[src/rtl/if_fetch_unit.sv]
// ---------------------------------------------------------------------------
// if_fetch_unit
//
// Instruction-fetch stage controller feeding the IF/ID pipeline register.
// Owns the program counter, issues word requests to instruction memory over a
// req/ready handshake, and presents the fetched word plus PC+4 to IF/ID. When
// no valid instruction is available it raises fetch_flush so IF/ID loads a
// bubble.
//
// Handshake: imem_req/imem_addr are raised by this block and held stable
// until imem_ready is sampled high at a rising clock edge; imem_rdata is valid
// in that same cycle. A request is never abandoned, even when a redirect
// arrives while it is outstanding. In that case the returning word is
// discarded.
//
// Ports
//   clk, rst          clock (rising edge), asynchronous active-high reset
//   stall             downstream hold; IF/ID keeps its contents while high
//   redirect_valid    taken branch/jump, next fetch comes from redirect_pc
//   redirect_pc       redirect target, low two bits ignored
//   imem_req          fetch request outstanding
//   imem_addr         word-aligned fetch address
//   imem_ready        memory response strobe (imem_rdata valid this cycle)
//   imem_rdata        fetched instruction
//   pc_plus4_out      PC+4 of the presented instruction
//   instr_out         presented instruction (0 when fetch_valid is low)
//   fetch_valid       instr_out/pc_plus4_out are meaningful this cycle
//   fetch_flush       drives the IF/ID Flush input
//
// The FSM state is held in the 'state' signal for hierarchical observation.
// ---------------------------------------------------------------------------
module if_fetch_unit #(
  parameter logic [31:0] RESET_PC = 32'h0000_3000
) (
  input  logic        clk,
  input  logic        rst,
  input  logic        stall,
  input  logic        redirect_valid,
  input  logic [31:0] redirect_pc,
  output logic        imem_req,
  output logic [31:0] imem_addr,
  input  logic        imem_ready,
  input  logic [31:0] imem_rdata,
  output logic [31:0] pc_plus4_out,
  output logic [31:0] instr_out,
  output logic        fetch_valid,
  output logic        fetch_flush
);

  typedef enum logic [1:0] {
    FETCH  = 2'd0,  // request outstanding at pc
    HOLD   = 2'd1,  // word buffered while downstream stalls
    SQUASH = 2'd2   // wrong-path request still in flight, target in pend_pc
  } state_t;

  state_t      state;
  logic [31:0] pc;
  logic [31:0] buf_instr;
  logic [31:0] pend_pc;

  logic [31:0] target_pc;
  logic [31:0] pc_next4;

  logic        req_c;
  logic [31:0] addr_c;
  logic        valid_c;
  logic [31:0] instr_c;
  logic        flush_c;

  assign target_pc = redirect_pc & 32'hFFFF_FFFC;
  // Wraps naturally at 2^32.
  assign pc_next4  = pc + 32'd4;

  // -------------------------------------------------------------------------
  // Output decode. instr_out must follow imem_rdata in the request cycle for
  // zero-wait memory, so the presented word is combinational from state and
  // the memory response.
  // -------------------------------------------------------------------------
  always_comb begin
    req_c   = 1'b0;
    addr_c  = pc;
    valid_c = 1'b0;
    instr_c = 32'h0;
    case (state)
      FETCH: begin
        req_c   = 1'b1;
        // A word returning in a redirect cycle is wrong-path and is dropped.
        valid_c = imem_ready & ~redirect_valid;
        instr_c = (imem_ready & ~redirect_valid) ? imem_rdata : 32'h0;
      end
      HOLD: begin
        valid_c = 1'b1;
        instr_c = buf_instr;
      end
      SQUASH: begin
        req_c = 1'b1;
      end
      default: begin
        req_c = 1'b0;
      end
    endcase
    // A stalled IF/ID is only flushed when a redirect is present.
    flush_c = redirect_valid | (~valid_c & ~stall);
  end

  assign imem_req     = rst ? 1'b0  : req_c;
  assign imem_addr    = rst ? 32'h0 : addr_c;
  assign fetch_valid  = rst ? 1'b0  : valid_c;
  assign instr_out    = rst ? 32'h0 : instr_c;
  assign pc_plus4_out = rst ? 32'h0 : pc_next4;
  assign fetch_flush  = rst ? 1'b0  : flush_c;

  // -------------------------------------------------------------------------
  // State, PC and buffers.
  // -------------------------------------------------------------------------
  always_ff @(posedge clk or posedge rst) begin
    if (rst) begin
      state     <= FETCH;
      pc        <= RESET_PC;
      buf_instr <= 32'h0;
      pend_pc   <= 32'h0;
    end else begin
      case (state)
        FETCH: begin
          if (imem_ready) begin
            if (redirect_valid) begin
              pc <= target_pc;
            end else if (!stall) begin
              pc <= pc_next4;
            end else begin
              buf_instr <= imem_rdata;
              state     <= HOLD;
            end
          end else if (redirect_valid) begin
            // Address must stay put until the memory answers.
            pend_pc <= target_pc;
            state   <= SQUASH;
          end
        end
        HOLD: begin
          if (redirect_valid) begin
            pc    <= target_pc;
            state <= FETCH;
          end else if (!stall) begin
            pc    <= pc_next4;
            state <= FETCH;
          end
        end
        SQUASH: begin
          if (redirect_valid) begin
            pend_pc <= target_pc;
          end
          if (imem_ready) begin
            // A redirect in the completing cycle is the newest target.
            pc    <= redirect_valid ? target_pc : pend_pc;
            state <= FETCH;
          end
        end
        default: begin
          state <= FETCH;
        end
      endcase
    end
  end

endmodule

[config.mk]
export PLATFORM = sky130hd
export DESIGN_NAME = if_fetch_unit
export DESIGN_NICKNAME = d
export VERILOG_FILES = /design/src/rtl/if_fetch_unit.sv
export SDC_FILE = /design/constraint.sdc
export NUM_CORES = 1
export LEC_CHECK = 0
export ABC_AREA = 0
export CAP_MARGIN = 20
export CELL_PAD_IN_SITES_DETAIL_PLACEMENT = 0
export CELL_PAD_IN_SITES_GLOBAL_PLACEMENT = 1
export CORE_ASPECT_RATIO = 0.75
export CORE_MARGIN = 2
export CORE_UTILIZATION = 34
export CTS_BUF_LIST = sky130_fd_sc_hd__clkbuf_4
export DETAILED_ROUTE_END_ITERATION = 16
export PLACE_DENSITY = 0.81
export SLEW_MARGIN = 10
export SYNTH_ARGS = -nofsm -noshare
export SYNTH_HDL_FRONTEND = slang
export SYNTH_SLANG_ARGS = --single-unit
[constraint.sdc]
create_clock -name clk -period 3.81 [get_ports clk]
set_input_delay 0.5715 -clock clk [delete_from_list [all_inputs] [get_ports clk]]
set_output_delay 0.5715 -clock clk [all_outputs]
set_load 0.01 [all_outputs]
==> metrics <==
status=complete, no violations; count of pins on the block boundary=~170; Post-Place Cells=1060; first-iteration detailed-routing DRC count=between 400 and 500; full die area=slightly below 0.02 mm²; Worst path top cell family by delay=simple AND/OR/NAND/NOR gates; Hold Path Class=primary input to async pin; total global-route track usage=0.190; min setup slack post-route=0.135 ns; maximum number of pins on one net before global-route repair=59; count of hold-fix buffers inserted at cts=0; sinks on the clock net=around 100; slowest cell on the critical path=sky130_fd_sc_hd__or4_4; CTS tree=built; detailed-routed wire length on met2=8010 µm; CP cell instances=nand2_1 -> or4_4 -> or3_1 -> a21oi_1 -> clkdlybuf4s50_1; number of unique standard cell types used by synthesis=55; number of global-route vias before repair=5617; worst path bufs/invs=1; summed instance area of the synthesized netlist=around 0.0062 mm²; number of storage elements in the synthesis netlist=98; sort of element at the start of the critical path=flop; # Max-Cap Violations=0; clock latency reported for the late side of the worst-skew pair=slightly below 0.5 ns; switching part of the total power=0.333; area share of the largest cell type after synthesis=0.385; Top Layer Used=met5; sequential share of power=0.450; Detail Route Antenna Nets=0; FF-to-FF End=addr_c[8]; compound-gate portion of the synthesized area=0.162; total length of routed met3 wires=around 1700 µm; height of the die=121 µm; predominant post-synthesis flop cell=sky130_fd_sc_hd__dfrtp_1; floorplan die width=roughly 160 µm; DR WL/cell=17.2 µm; Post-synth EDFFs=0; highest achievable clock rate=between 0.2 and 0.3 GHz; total negative slack for setup checks=0 ns; biggest fanout along the worst timing path=13; net switching power=between 1 and 1.5 mW; Mapped Nets=766; Final Wtd Congestion=between 0.8 and 0.9; unrepaired setup endpoints after global routing=false; Post-Syn Instances=roughly 700; worst max-slew margin expressed relative to the limit=0.421; ratio of total power to cell area=392 mW/mm²; sum of routed wire segments on met1=8820 µm; dominant cells by area after synthesis=sky130_fd_sc_hd__dfrtp_1, sky130_fd_sc_hd__mux2_2, sky130_fd_sc_hd__a22oi_1; Max H-tree Level=3; setup clock skew after layout=slightly below 0.03 ns; fin nets=about 910; signal arrival time at the worst endpoint=3.10 ns; number of core rows=42; detailed-router iteration count before antenna repair=5; element type at the critical path end=primary output; initial cell density of the core=0.351; Pins Over Slew Limit=0; share of synthesized flip-flops with an asynchronous set or reset=1.00; main combinational cell family by area after synthesis=simple AND/OR/NAND/NOR gates; area growth from synthesis to layout=34.4%; source of the worst register-to-register timing path=state[1]; via density per instance=between 5 and 6; diode count=0; peak ir drop on the vdd network=198 µV; Reg clk slew, reported paths=roughly 0.17 ns; post-placement worst setup slack=between 0.4 and 0.5 ns; crit path kind=flop to primary output; min cycle time layout=around 3.7 ns; slack of the worst reg-to-reg path=between 1 and 1.5 ns; final critical-path share of the clock period=0.965; initial antenna violation count=1; hold violation total from the final report=0; post-layout instance count excluding filler cells=about 1100; Internal Dissipation=between 2 and 2.5 mW; HPWL after DPL=between 10000 and 15000 µm; Register-to-Register Path Depth=5; mean post-synth cell area=roughly 9 µm²; data required time at the worst endpoint=around 3.2 ns; number of buffers on the longest clock path=2; via total after detailed routing=between 5000 and 6000; Leakage=roughly 3.2 nW; core area=0.0178 mm²; part of the Yosys area used for sequential elements=0.393; leading cell type in the layout, fill and taps excluded=sky130_fd_sc_hd__clkdlybuf4s50_1; yosys synthesis warning count=0; count of unresolved DRC violations after routing=0; cell taking the most area after synthesis=sky130_fd_sc_hd__dfrtp_1; Total Routed Length=about 19000 µm; worst-case hold slack=just over 0.3 ns; commonest non-fill, non-tap cells in the layout=sky130_fd_sc_hd__clkdlybuf4s50_1, sky130_fd_sc_hd__dfrtp_1, sky130_fd_sc_hd__mux2_2; multiplexer share of the synthesized area=0.125; global-route wire length before repair=roughly 30000 µm; residual overflow from global routing=0; CTS buffer count=9; fraction of synthesized cell area in xor and xnor cells=0.0182; Post-Synth Simple-Gate Area=0.246; quantity of I/O buffers inserted on ports=around 170; layout cells sized above 1=0.163; proportion of power drawn by the clock network=0.222; stage delay of the slowest cell on the critical path=0.66 ns; actual slew at the worst max-slew pin=between 0.8 and 0.9 ns; count of final setup violators=0; proportion of power drawn by combinational gates=0.327; adder-cell share of the synthesized area=0.00200; clock root cell=sky130_fd_sc_hd__clkbuf_4
worst register-to-register path, cell delays in order (launching register included):
cell and delay [ns]:
sky130_fd_sc_hd__dfrtp_1 0.59, sky130_fd_sc_hd__nor2_1 0.44, sky130_fd_sc_hd__a221o_1 0.79, sky130_fd_sc_hd__buf_4 0.32, sky130_fd_sc_hd__a21oi_1 0.06, sky130_fd_sc_hd__o21a_1 0.20
per-stage QoR:
step            util  total power [mW]  instance area, µm²
2_1_floorplan      -              2.08                6250
3_3_place_gp   0.455              2.53                8110
3_5_place_dp   0.455              2.55                8110
4_1_cts        0.468              3.31                8340
5_1_grt        0.471              3.49                8400
6_report       0.471              3.29                8400
what timing repair did:
action / 4_1_cts / 5_1_grt
gates resized for setup: 3 / 10
pin swaps: 2 / 2
endpoints found under the setup margin: 6 / 7
setup buffers: 4 / 4
area by class of cell:
type / instances / area, µm²
inverter: 10 / 41.3
multi-input combinational: 521 / 3510
timing repair buffer: 197 / 1900
sequential: 98 / 2460
tap: 242 / 303
clock buffer: 9 / 67.6
clock inverter: 7 / 121
fill: 1771 / 9420
sequential cells by signal, summed over array words and instances, names as in the netlist:
name / cells
addr_c: 32
buf_instr: 32
pend_pc: 32
state: 2
per-layer routing:
layer / up-vias / track usage
li1: 2801 / -
met1: 2791 / 0.265
met2: 201 / 0.289
met3: 9 / 0.0711
met4: 2 / 0.0220
met5: - / 0
synth_stat cells (7+ instances only):
cell,number
sky130_fd_sc_hd__xnor2_1,10
sky130_fd_sc_hd__o21ai_0,42
sky130_fd_sc_hd__nand3_1,17
sky130_fd_sc_hd__a22oi_1,32
sky130_fd_sc_hd__nand4_1,14
sky130_fd_sc_hd__nor2b_1,35
sky130_fd_sc_hd__mux2i_1,7
sky130_fd_sc_hd__a21oi_1,24
sky130_fd_sc_hd__clkbuf_1,44
sky130_fd_sc_hd__or3_1,29
sky130_fd_sc_hd__or4_1,19
sky130_fd_sc_hd__mux2_2,63
sky130_fd_sc_hd__nand2_1,55
sky130_fd_sc_hd__dfrtp_1,96
sky130_fd_sc_hd__nor2_1,61
sky130_fd_sc_hd__nor3_1,13
sky130_fd_sc_hd__inv_1,10
sky130_fd_sc_hd__buf_2,10
sky130_fd_sc_hd__o211ai_1,14
sky130_fd_sc_hd__nand2b_1,18
power by group through the flow:
stage	combinational [mW]	sequential, mW	clock, mW
final	1.08	1.48	0.732
after floorplan	0.681	1.40	0
after detailed placement	1.06	1.50	0
after global routing	1.18	1.52	0.793
after global placement	1.04	1.49	0
after CTS	1.08	1.48	0.751
worst max-delay path by stage:
| stage | startpoint | to | slack [ns] | cells past startpoint |
|---|---|---|---|---|
| 6_report | addr_c[13] | pc_plus4_out[30] | 0.14 | 5 |
| 5_1_grt | addr_c[17] | pc_plus4_out[30] | 0.004 | 5 |
| 4_1_cts | addr_c[20] | pc_plus4_out[31] | 0.0004 | 5 |
| 3_5_place_dp | addr_c[2] | pc_plus4_out[22] | 0.43 | 6 |
| 3_3_place_gp | addr_c[2] | pc_plus4_out[24] | 0.43 | 7 |
| 2_1_floorplan | rst | instr_out[10] | 0.41 | 4 |
logic make-up after synthesis:
| group | count (synthesis) |
|---|---|
| compound gates | 153 |
| xor+xnor | 13 |
| flops | 98 |
| fa+ha+maj | 1 |
| buf+inv | 77 |
| simple gates | 284 |
| mux | 70 |
No activity file was read; power rests on OpenSTA's default activity.
